File: config.mk
export PLATFORM = sky130hd
export DESIGN_NAME = muldiv_unit_flat
export DESIGN_NICKNAME = d
export VERILOG_FILES = /design/src/rtl/muldiv_unit_pkg.sv /design/src/rtl/muldiv_unit_if.sv /design/src/rtl/muldiv_unit_core.sv /design/src/rtl/muldiv_unit.sv /design/src/flat_wrapper.sv
export SDC_FILE = /design/constraint.sdc
export NUM_CORES = 1
export LEC_CHECK = 0
export BUFFER_PORTS_ARGS = -buffer_cell sky130_fd_sc_hd__buf_2
export CAP_MARGIN = 20
export CORE_MARGIN = 2
export CORE_UTILIZATION = 45
export CTS_CLUSTER_SIZE = 10
export DETAILED_ROUTE_END_ITERATION = 12
export GPL_TIMING_DRIVEN = 0
export HOLD_SLACK_MARGIN = 0.12
export PLACE_DENSITY = 0.66
export RECOVER_POWER = 25
export SLEW_MARGIN = 5
export SYNTH_ARGS = -nofsm -noshare
export SYNTH_HDL_FRONTEND = slang
export SYNTH_SLANG_ARGS = --single-unit
File: constraint.sdc
create_clock -name clk -period 17 [get_ports clk]
set_input_delay 0 -clock clk [delete_from_list [all_inputs] [get_ports clk]]
set_output_delay 0 -clock clk [all_outputs]
set_load 0.02 [all_outputs]
File: src/rtl/muldiv_unit_pkg.sv
// Shared types for the RV32M multiply/divide unit: bus widths, op encoding and
// operand-signedness helpers.
package muldiv_unit_pkg;

   localparam int unsigned DATA_WIDTH    = 32;
   localparam int unsigned ADDRESS_WIDTH = 5;
   localparam int unsigned MD_STEPS      = DATA_WIDTH;

   typedef logic [DATA_WIDTH-1:0]    data_bus_t;
   typedef logic [ADDRESS_WIDTH-1:0] addr_bus_t;

   // Encoded as the RV32M funct3 field.
   typedef enum logic [2:0] {
      MdMul    = 3'd0,
      MdMulh   = 3'd1,
      MdMulhsu = 3'd2,
      MdMulhu  = 3'd3,
      MdDiv    = 3'd4,
      MdDivu   = 3'd5,
      MdRem    = 3'd6,
      MdRemu   = 3'd7
   } md_op_e;

   // MUL is treated as unsigned: the low word of the product is sign-agnostic.
   function automatic logic md_signed_a(md_op_e op);
      return op inside {MdMulh, MdMulhsu, MdDiv, MdRem};
   endfunction

   function automatic logic md_signed_b(md_op_e op);
      return op inside {MdMulh, MdDiv, MdRem};
   endfunction

endpackage

File: src/rtl/muldiv_unit_if.sv
// Issue/write-back bundle between the register-file stage and the mul/div unit.
interface muldiv_unit_if;
   import muldiv_unit_pkg::*;

   logic      start;
   md_op_e    op;
   data_bus_t rs1_val;
   data_bus_t rs2_val;
   addr_bus_t rd_in;
   logic      flush;
   logic      busy;
   logic      done;
   data_bus_t result;
   addr_bus_t rd_out;

   modport master (
      output start, op, rs1_val, rs2_val, rd_in, flush,
      input  busy, done, result, rd_out
   );

   modport slave (
      input  start, op, rs1_val, rs2_val, rd_in, flush,
      output busy, done, result, rd_out
   );

endinterface

File: src/rtl/muldiv_unit_core.sv
// Shared iterative datapath: one 2*DATA_WIDTH accumulator used either as a
// shift-add multiplier or as a restoring divider, plus final sign fix-up.
module muldiv_unit_core
   import muldiv_unit_pkg::*;
(
   input  logic      clk,
   input  logic      rst_n,
   input  logic      load,
   input  logic      step,
   input  md_op_e    op,
   input  logic      neg_a,
   input  logic      neg_b,
   input  data_bus_t a_mag,
   input  data_bus_t b_mag,
   output data_bus_t result
);

   localparam int unsigned DW = DATA_WIDTH;

   logic [2*DW-1:0] acc_q, acc_d, step_val, prod;
   data_bus_t       opb_q, opb_d;
   logic [DW:0]     mul_sum, div_trial;
   data_bus_t       quo, rem;

   // One iteration: multiply adds into the high half then shifts right;
   // divide shifts left and keeps the trial subtraction when it does not borrow.
   always_comb begin
      mul_sum   = {1'b0, acc_q[2*DW-1:DW]} + (acc_q[0] ? {1'b0, opb_q} : '0);
      div_trial = acc_q[2*DW-1:DW-1] - {1'b0, opb_q};
      if (op[2]) begin
         if (!div_trial[DW]) begin
            step_val = {div_trial[DW-1:0], acc_q[DW-2:0], 1'b1};
         end else begin
            step_val = {acc_q[2*DW-2:0], 1'b0};
         end
      end else begin
         step_val = {mul_sum, acc_q[DW-1:1]};
      end
   end

   // Accumulator load/advance selection.
   always_comb begin
      acc_d = acc_q;
      opb_d = opb_q;
      if (load) begin
         acc_d = {{DW{1'b0}}, a_mag};
         opb_d = b_mag;
      end else if (step) begin
         acc_d = step_val;
      end
   end

   // Accumulator and operand-B storage.
   always_ff @(posedge clk or negedge rst_n) begin
      if (!rst_n) begin
         acc_q <= '0;
         opb_q <= '0;
      end else begin
         acc_q <= acc_d;
         opb_q <= opb_d;
      end
   end

   // Sign fix-up of the post-step value; only meaningful on the final step.
   always_comb begin
      prod = (neg_a ^ neg_b) ? -step_val : step_val;
      quo  = (neg_a ^ neg_b) ? -step_val[DW-1:0] : step_val[DW-1:0];
      rem  = neg_a ? -step_val[2*DW-1:DW] : step_val[2*DW-1:DW];
      unique case (op)
         MdMul:                     result = prod[DW-1:0];
         MdMulh, MdMulhsu, MdMulhu: result = prod[2*DW-1:DW];
         MdDiv, MdDivu:             result = quo;
         default:                   result = rem;
      endcase
   end

endmodule

File: src/rtl/muldiv_unit.sv
// Iterative RV32M multiply/divide unit: FSM, step counter, operand latches and
// divide special-case fast path around the shared datapath.
module muldiv_unit
   import muldiv_unit_pkg::*;
#(
   parameter int unsigned STEPS = MD_STEPS
) (
   input logic           clk,
   input logic           rst_n,
   muldiv_unit_if.slave  bus
);

   localparam int unsigned CntW = $clog2(STEPS);
   localparam logic [CntW-1:0] LastCnt = CntW'(STEPS - 1);
   localparam data_bus_t MinNeg = {1'b1, {(DATA_WIDTH-1){1'b0}}};

   localparam logic [1:0] StIdle = 2'd0;
   localparam logic [1:0] StCalc = 2'd1;
   localparam logic [1:0] StDone = 2'd2;

   logic [1:0]      state_q, state_d;
   logic [CntW-1:0] count_q, count_d;
   md_op_e          op_q, op_d;
   addr_bus_t       rd_q, rd_d;
   data_bus_t       result_q, result_d;
   logic            neg_a_q, neg_a_d, neg_b_q, neg_b_d;

   logic      neg_a_in, neg_b_in, div_zero, div_ovf, special;
   data_bus_t a_mag, b_mag, special_res, core_result;
   logic      core_load, core_step;

   // Operand magnitudes and detection of results that need no iteration.
   always_comb begin
      neg_a_in = md_signed_a(bus.op) & bus.rs1_val[DATA_WIDTH-1];
      neg_b_in = md_signed_b(bus.op) & bus.rs2_val[DATA_WIDTH-1];
      a_mag    = neg_a_in ? -bus.rs1_val : bus.rs1_val;
      b_mag    = neg_b_in ? -bus.rs2_val : bus.rs2_val;
      div_zero = bus.op[2] && (bus.rs2_val == '0);
      div_ovf  = (bus.op inside {MdDiv, MdRem}) && (bus.rs1_val == MinNeg) &&
                 (bus.rs2_val == '1);
      special  = div_zero | div_ovf;
      // op[1] separates the remainder ops from the quotient ops.
      if (div_zero) begin
         special_res = bus.op[1] ? bus.rs1_val : '1;
      end else begin
         special_res = bus.op[1] ? '0 : MinNeg;
      end
   end

   // Next-state logic; flush overrides both issue and step progression.
   always_comb begin
      state_d   = state_q;
      count_d   = count_q;
      op_d      = op_q;
      rd_d      = rd_q;
      result_d  = result_q;
      neg_a_d   = neg_a_q;
      neg_b_d   = neg_b_q;
      core_load = 1'b0;
      core_step = 1'b0;
      if (bus.flush) begin
         state_d = StIdle;
      end else begin
         unique case (state_q)
            StIdle: begin
               if (bus.start) begin
                  op_d    = bus.op;
                  rd_d    = bus.rd_in;
                  neg_a_d = neg_a_in;
                  neg_b_d = neg_b_in;
                  count_d = '0;
                  if (special) begin
                     result_d = special_res;
                     state_d  = StDone;
                  end else begin
                     core_load = 1'b1;
                     state_d   = StCalc;
                  end
               end
            end
            StCalc: begin
               core_step = 1'b1;
               count_d   = count_q + 1'b1;
               if (count_q == LastCnt) begin
                  result_d = core_result;
                  state_d  = StDone;
               end
            end
            StDone:  state_d = StIdle;
            default: state_d = StIdle;
         endcase
      end
   end

   // Control and latch registers.
   always_ff @(posedge clk or negedge rst_n) begin
      if (!rst_n) begin
         state_q  <= StIdle;
         count_q  <= '0;
         op_q     <= MdMul;
         rd_q     <= '0;
         result_q <= '0;
         neg_a_q  <= 1'b0;
         neg_b_q  <= 1'b0;
      end else begin
         state_q  <= state_d;
         count_q  <= count_d;
         op_q     <= op_d;
         rd_q     <= rd_d;
         result_q <= result_d;
         neg_a_q  <= neg_a_d;
         neg_b_q  <= neg_b_d;
      end
   end

   muldiv_unit_core u_core (
      .clk    (clk),
      .rst_n  (rst_n),
      .load   (core_load),
      .step   (core_step),
      .op     (op_q),
      .neg_a  (neg_a_q),
      .neg_b  (neg_b_q),
      .a_mag  (a_mag),
      .b_mag  (b_mag),
      .result (core_result)
   );

   // A flush arriving in DONE suppresses the write-back strobe.
   assign bus.busy   = (state_q != StIdle);
   assign bus.done   = (state_q == StDone) & ~bus.flush;
   assign bus.result = result_q;
   assign bus.rd_out = rd_q;

endmodule

File: src/flat_wrapper.sv
// flat-port wrapper written by rule: the top's interface ports become plain ports
module muldiv_unit_flat import muldiv_unit_pkg::*;
#(
   parameter int unsigned STEPS = MD_STEPS
)
  (clk, rst_n, bus_start, bus_op, bus_rs1_val, bus_rs2_val, bus_rd_in, bus_flush, bus_busy, bus_done, bus_result, bus_rd_out);
  muldiv_unit_if bus_i ();
  input logic clk;
  input logic rst_n;
  input wire logic [$bits(bus_i.start)-1:0] bus_start;
  input wire logic [$bits(bus_i.op)-1:0] bus_op;
  input wire logic [$bits(bus_i.rs1_val)-1:0] bus_rs1_val;
  input wire logic [$bits(bus_i.rs2_val)-1:0] bus_rs2_val;
  input wire logic [$bits(bus_i.rd_in)-1:0] bus_rd_in;
  input wire logic [$bits(bus_i.flush)-1:0] bus_flush;
  output wire logic [$bits(bus_i.busy)-1:0] bus_busy;
  output wire logic [$bits(bus_i.done)-1:0] bus_done;
  output wire logic [$bits(bus_i.result)-1:0] bus_result;
  output wire logic [$bits(bus_i.rd_out)-1:0] bus_rd_out;
  assign bus_i.start = bus_start;
  assign bus_i.op = bus_op;
  assign bus_i.rs1_val = bus_rs1_val;
  assign bus_i.rs2_val = bus_rs2_val;
  assign bus_i.rd_in = bus_rd_in;
  assign bus_i.flush = bus_flush;
  assign bus_busy = bus_i.busy;
  assign bus_done = bus_i.done;
  assign bus_result = bus_i.result;
  assign bus_rd_out = bus_i.rd_out;
  muldiv_unit #(.STEPS(STEPS)) u_core (.clk(clk), .rst_n(rst_n), .bus(bus_i));
endmodule
==> results_dict.tcl, run 1 <==
set metrics [dict create \
    outcome "finished with violations" \
    failed_checks "max-capacitance violations, max-slew violations" \
    grt_util_all_layers_pct 41.9 \
    total_wire_length_after_detailed_routing_mm 74.8 \
    final.period_utilization_pct 46.2 \
    mappedNetlistArea_mm2 0.0152 \
    tritoncts_num_sinks 145 \
    max_stage_delay_ns 0.78 \
    core_area_mm2 0.0334 \
    synthesis.instances 2007 \
    num-fill-cells 3347 \
    synthToLayoutAreaGrowth_pct 16.7 \
    drt-met1-wl_mm 32.6 \
    hp-class "input pin to register" \
    detailroute.wirelength.met3_mm 9.61 \
    cells_along_the_critical_path "clkbuf_1, buf_2, buf_2, buf_1, buf_2, buf_2, buf_2, buf_1, buf_2, nand3_1, o21ai_0, ha_1, or4b_4, a2111oi_4, nand4_1, o21ai_0, xnor2_1, a221oi_1, o21ai_1" \
    cts_tree "done" \
    synth.yosys.seq_area_share_pct 23.8 \
    antenna_violations_before_repair 2 \
    setup.worst_path.class "register to register" \
    routed.top_layer "met5" \
    asyncSetResetFlopFracSynth_pct 100 \
    cpMostUsedCell "buf_2" \
    met2_wirelength_mm 30.2 \
    route.vias.total 17900 \
    route.detailed.vias_per_inst 6.63 \
    clock_path_buffers 2 \
    cts_inserted_buffers 17 \
    maximum_number_of_pins_on_one_net_before_global_route_repair 112 \
    max_cap_viol_count 2 \
    portBuffers 114 \
    die_area_mm2 0.0354 \
    globalplace.congestion 1.01 \
    synth_enable_flop_cells 0 \
    leading_cell_type_in_the_layout_fill_and_taps_excluded "nand2_1" \
    synth_flop_cell "dfrtp_1" \
    fin_nets 2380 \
    grt_pass1_vias 16600 \
    worst_slack_ns 9.15 \
    syn-mean-instance-area_um2 7.60 \
    dpl.hpwl_mm 59.4 \
    clock_latency_ns 0.47 \
    setup-tns-final_ns 0 \
    syn_nets 2156 \
    io_pins 115 \
    achievable-frequency_ghz 0.127 \
    rsz0062_at_grt "no" \
    floorplan.initialDensity_pct 45.6 \
    drv_slew 147 \
    cts.htree.levels 4 \
    finalWorstPathRequiredPeriod_ns 7.85 \
    crit_path_start_kind "register" \
    synth-seq-cells 145 \
    post_synthesis_cell_type_with_the_largest_combined_area "dfrtp_1" \
    drtIter0Drc 2215 \
    clkSlewWorstSetupHoldPaths_ns 0.07 \
    total_power_mw 3.27 \
    grt_first_pass_wirelength_mm 110 \
    netlist-cell-type-count 83 \
    worst_slew_pin_slew_ns 6.19 \
    total_of_warnings_raised_by_yosys 0 \
    power.leakage_nw 7.21 \
    final_hold_viol_count 0 \
    die_x_um 188 \
    cp_slowest_cell "buf_1" \
    post_cts_resize_count 0 \
    cp.arrival_ns 8.18 \
    mostFrequentLayoutCells "238 x nand2_1, 197 x o21ai_0, 150 x a21oi_1" \
    drt_wl_cell_um 27.8 \
    finalSetupViolCount 0 \
    irDropWorstVdd_uv 98.7 \
    max_slew_margin_pct -313 \
    powerDensity_mw_per_mm2 184 \
    detail_route.drc_violations 0 \
    route.antenna.remaining_nets 0 \
    required_ns 17.33 \
    die_y_um 188 \
    timing.critical_path.fanout_max 10 \
    top_post_synthesis_cells_by_area "dfrtp_1 24%, o21ai_0 6.5%, nand2_1 5.9%" \
    post_route_cells_drive_above_1_share_pct 8.16 \
    buffer_type_at_the_clock_tree_root "clkbuf_16" \
    grt-ovfl-total 0 \
    drt-pass1-iter-count 6 \
    place_worst_setup_slack_ns 9.40 \
    post-synth-top-area-fraction_pct 23.8 \
    floorplan.rows 67 \
    timing.clock.skew_ns 0.0146 \
    critPathCaptureType "register" \
]
## path summary, 6_finish.rpt
check                      slack, ns            startpoint                      end  cells past startpoint
min in group asynchronous       1.54                 rst_n  u_core.u_core.opb_q[14]                      4
setup / recovery                9.15        u_core.op_q[2]    u_core.bus.result[18]                     19
hold / removal                  0.15        bus_rs2_val[9]   u_core.u_core.opb_q[9]                      4
max in group asynchronous      10.34                 rst_n  u_core.u_core.acc_q[20]                      4
setup reg to reg                9.15        u_core.op_q[2]    u_core.bus.result[18]                     19
hold reg to reg                 0.50  u_core.bus.result[7]     u_core.bus.result[7]                      1
## sequential cells by signal, summed over array words and instances (netlist names)
name                 cells
u_core.op_q              3
u_core.u_core.opb_q     32
u_core.bus.rd_out        5
u_core.count_q           5
u_core.neg_a_q           1
u_core.u_core.acc_q     64
u_core.bus.result       32
u_core.neg_b_q           1
u_core.state_q           2
## cell families (layout without fill, tap and decap cells)
kind of cell             count (synthesis)  after routing  share of synthesized area [%]
multiplexers                            62             62                           4.22
AND/OR/NAND/NOR                        700            700                           22.3
buffers and inverters                  168            405                           4.27
flip-flops                             145            145                           23.8
other                                    0              1                              0
AO/OA/AOI/OAI                          687            687                           29.5
adder cells (fa/ha/maj)                 73             73                           6.09
XOR/XNOR                               172            172                           9.88
## synthesized netlist by cell type, types with 32 or more instances
| master | instances |
|---|---|
| clkbuf_1 | 87 |
| o221ai_1 | 32 |
| o21ai_0 | 197 |
| nand2_1 | 238 |
| mux2i_1 | 44 |
| xor2_1 | 81 |
| nand3_1 | 66 |
| ha_1 | 71 |
| dfrtp_1 | 145 |
| a21oi_1 | 150 |
| nor3_1 | 49 |
| nor2_1 | 143 |
| a31oi_1 | 44 |
| and2_1 | 50 |
| inv_1 | 56 |
| xnor2_1 | 91 |
## power by group
group,switching (mW),internal (mW),leakage [nW]
combinational,1.58,0.741,5.08
sequential,0.132,0.428,1.85
clock,0.179,0.207,0.273
total,1.89,1.38,7.21
## layer usage
layer / up-vias / GRT usage, %
li1: 7901 / -
met1: 8679 / 59.9
met2: 1127 / 58.7
met3: 155 / 14.2
met4: 2 / 13.5
met5: - / 0
## worst max-delay path, delay by kind of cell, from the launching register on
kind | cells | cell delay (ns)
buffers and inverters | 9 | 4.09
DFF | 1 | 0.33
and+or+nand+nor | 3 | 0.99
AOI/OAI and AO/OA | 5 | 1.83
xor gates and xnor gates | 1 | 0.10
adders and majority gates | 1 | 0.34
## area by class of cell
cell class | instances | area [um^2] | area share [%]
timing repair buffer | 205 | 1400 | 7.88
sequential | 145 | 3630 | 20.4
buffer | 112 | 440 | 2.48
clock inverter | 14 | 133 | 0.746
antenna | 1 | 2.50 | 0.0141
inverter | 56 | 210 | 1.18
tap | 448 | 561 | 3.15
clock buffer | 18 | 439 | 2.47
multi-input combinational | 1694 | 11000 | 61.7
## through the flow
step	area, um^2	cells	hold WS [ns]	util [%]
global placement	16400	2569	0.232	49.0
global route	17800	2692	0.191	53.2
floorplan	15200	2007	-0.296	-
detailed placement	16500	2575	-0.0974	49.2
CTS	17900	2691	0.132	53.5
finish	17800	2693	0.150	53.2
## repair_timing
action                                  4_1_cts  5_1_grt
buffers inserted                              0        0
endpoints found under the setup margin        0        0
hold buffers                                 84        0
hold endpoints to repair                    235        0
No activity file was read; power rests on OpenSTA's default activity.
==> run 2, diff against run 1 <==
--- a/config.mk
+++ b/config.mk
@@ -13,7 +13,7 @@
 export DETAILED_ROUTE_END_ITERATION = 12
 export GPL_TIMING_DRIVEN = 0
 export HOLD_SLACK_MARGIN = 0.12
-export PLACE_DENSITY = 0.66
+export PLACE_DENSITY = 0.68
 export RECOVER_POWER = 25
 export SLEW_MARGIN = 5
 export SYNTH_ARGS = -nofsm -noshare
==> constraint.sdc (replaced) <==
create_clock -name clk -period 7.2 [get_ports clk]
set_input_delay 0 -clock clk [delete_from_list [all_inputs] [get_ports clk]]
set_output_delay 0 -clock clk [all_outputs]
set_load 0.02 [all_outputs]
==> run 2 against run 1 <==
The flow still finishes with violations (max-capacitance violations, max-slew violations). Clock-buffer cell count shrank 1. Utilization grew 0.23 points. Combinational power grew 130%. Wire length shrank 2.5%. Final cell count shrank 0.11%. Fmax grew 14%. Worst setup slack lost 8.8 ns. First-iteration DRC count grew 26%. Critical path depth grew 4. Clock skew is essentially flat. Global-route usage shrank 1.2 points. Sequential share of layout area shrank 0.087 points. Critical path type unchanged. Largest cell class unchanged. Largest power group unchanged. Highest routed layer is now met4.
==> results_dict.tcl, run 2 (synthesized netlist as in run 1, its figures left out) <==
set metrics [dict create \
    crit_path_start_kind "register" \
    fin_nets 2378 \
    globalplace.congestion 1.02 \
    required_ns 7.53 \
    final.period_utilization_pct 95.7 \
    max_slew_margin_pct -110 \
    floorplan.initialDensity_pct 45.6 \
    finalWorstPathRequiredPeriod_ns 6.89 \
    min_from "bus_rd_in[1]" \
    power.leakage_nw 7.28 \
    final_hold_viol_count 0 \
    pwr-share-seq_pct 17.3 \
    synthToLayoutAreaGrowth_pct 17.2 \
    max_cap_viol_count 1 \
    route.antenna.remaining_nets 0 \
    grt-ovfl-total 0 \
    p_sw_mw 4.46 \
    cts.htree.levels 4 \
    internal_power_mw 3.25 \
    grt_first_pass_wirelength_mm 107 \
    route.vias.total 18000 \
    power.combinational.fraction_pct 70.7 \
    detail_route.drc_violations 0 \
    grt_pass1_vias 16600 \
    failed_checks "max-capacitance violations, max-slew violations" \
    worst_slack_ns 0.308 \
    achievable-frequency_ghz 0.145 \
    irDropWorstVdd_uv 239 \
    cts_tree "done" \
    clock_latency_ns 0.47 \
    leading_cell_type_in_the_layout_fill_and_taps_excluded "nand2_1" \
    drt-met1-wl_mm 30.0 \
    rsz0062_at_grt "no" \
    dpl.hpwl_mm 56.7 \
    detailroute.wirelength.met3_mm 10.1 \
    antenna_cells 0 \
    timing.reg2reg.worst_path_depth 23 \
    portBuffers 114 \
    place_worst_setup_slack_ns -0.136 \
    num-fill-cells 3222 \
    core_area_mm2 0.0334 \
    outcome "finished with violations" \
    clkSlewWorstSetupHoldPaths_ns 0.07 \
    die_x_um 188 \
    cp_slowest_cell "a2111oi_4" \
    mostFrequentLayoutCells "238 x nand2_1, 196 x o21ai_0, 150 x a21oi_1" \
    timing.critical_path.fanout_max 10 \
    cts_inserted_buffers 17 \
    total_wire_length_after_detailed_routing_mm 72.9 \
    cp.arrival_ns 7.22 \
    die_area_mm2 0.0354 \
    cells_along_the_critical_path "inv_1, ha_1, inv_1, fa_1, a211oi_1, o211a_1, a2bb2oi_2, a2111oi_4, o21ai_1, buf_2, nand2_1, clkbuf_1, nand2_1, nand3_1, o21ai_0, ha_1, or4b_4, a2111oi_4, nand4_1, o21ai_0, xnor2_1, a221oi_1, o21ai_1" \
    powerDensity_mw_per_mm2 432 \
    setup.worst_path.class "register to register" \
    ff2ff_setup_slack_ns 0.31 \
    io_pins 115 \
    maximum_number_of_pins_on_one_net_before_global_route_repair 93 \
    met2_wirelength_mm 29.4 \
    drt_wl_cell_um 27.1 \
    buffer_type_at_the_clock_tree_root "clkbuf_16" \
    stdcell_count 2690 \
    timing.clock.skew_ns 0.0146 \
    tritoncts_num_sinks 145 \
    routed.top_layer "met4" \
    drtIter0Drc 2794 \
    die_y_um 188 \
    power.share.switching_pct 57.9 \
    clock_path_buffers 2 \
    route.detailed.vias_per_inst 6.70 \
    critPathCaptureType "register" \
    worst_slew_pin_slew_ns 3.15 \
    hp-class "input pin to register" \
    pwr-share-clk_pct 12.1 \
    drt-pass1-iter-count 8 \
    hold_end "u_core.bus.rd_out[1]" \
    holdPathStages 3 \
    post_route_cells_drive_above_1_share_pct 8.70 \
    r2r_start "u_core.u_core.acc_q[31]" \
    floorplan.rows 67 \
    critical_path.reg2reg.endpoint "u_core.bus.result[18]" \
    largest_reg_flops 64 \
    drv_slew 54 \
    number_of_cells_in_the_design_after_placement 2574 \
    max_stage_delay_ns 0.56 \
    antenna_violations_before_repair 1 \
    grt_util_all_layers_pct 40.7 \
    finalSetupViolCount 0 \
    registers.top_by_ff_count "u_core.u_core.acc_q" \
]
## run 2: cell count changes in the layout (fill, tap and decap cells not counted), moves of 2 or more
cell / change
buf_2: +6
buf_1: -4
inv_8: +3
clkdlybuf4s15_2: +2
clkbuf_1: -10
clkbuf_4: +2
## run 2: worst max-delay path by stage
stage | start | end | cells past startpoint
after floorplan | u_core.u_core.acc_q[31] | u_core.bus.result[26] | 22
after global placement | u_core.u_core.acc_q[31] | u_core.bus.result[30] | 24
after detailed placement | u_core.u_core.acc_q[31] | u_core.bus.result[30] | 24
after CTS | u_core.u_core.acc_q[31] | u_core.bus.result[14] | 22
after global routing | u_core.u_core.acc_q[31] | u_core.bus.result[18] | 23
final | u_core.u_core.acc_q[31] | u_core.bus.result[18] | 23
## run 2: power by group through the flow
stage,Combinational [mW],Sequential [mW],Clock (mW)
detailed placement,5.13,1.32,0
CTS,5.20,1.31,0.930
finish,5.45,1.33,0.930
global placement,5.10,1.32,0
global route,5.73,1.34,0.963
floorplan,3.46,1.20,0
## run 2: critical path: cells and delay by family (launching register included)
kind                       cells  cell delay [ns]
AOI/OAI and AO/OA             10             2.98
xor gates and xnor gates       1             0.09
adders and majority gates      3             0.99
buffers and inverters          4             0.84
DFF                            1             0.47
and+or+nand+nor                5             1.37
## run 2: area by class of cell
| type | instances | area, um^2 | share of cell area, % |
|---|---|---|---|
| Multi-Input combinational cell | 1694 | 11000 | 61.5 |
| Sequential cell | 145 | 3630 | 20.3 |
| Timing Repair Buffer | 205 | 1440 | 8.06 |
| Tap cell | 448 | 561 | 3.14 |
| Buffer | 110 | 457 | 2.56 |
| Clock buffer | 17 | 425 | 2.38 |
| Inverter | 56 | 210 | 1.18 |
| Clock inverter | 15 | 150 | 0.840 |
## run 2: layer usage
metal,global-route usage (%),vias up
li1,-,7897
met1,55.7,8571
met2,57.9,1300
met3,14.2,254
met4,17.1,0
met5,0,-
## run 2: repair_timing
item / in CTS / in global routing
resized for setup: 6 / 3
pin swaps: 0 / 1
hold endpoints to repair: 240 / 0
hold buffers: 85 / 0
endpoints found under the setup margin: 2 / 13
buffers inserted: 0 / 0
## run 2: per-stage QoR
step	setup TNS, ns	cell area [um^2]	util, %	hold WS, ns	total power, mW
detailed placement	-0.160	16500	49.2	-0.0390	6.46
CTS	0	17900	53.6	0.302	7.44
floorplan	0	15200	-	-0.296	4.65
global route	0	17900	53.4	0.321	8.04
finish	0	17900	53.4	0.315	7.71
global placement	-0.211	16400	49.0	0.232	6.42
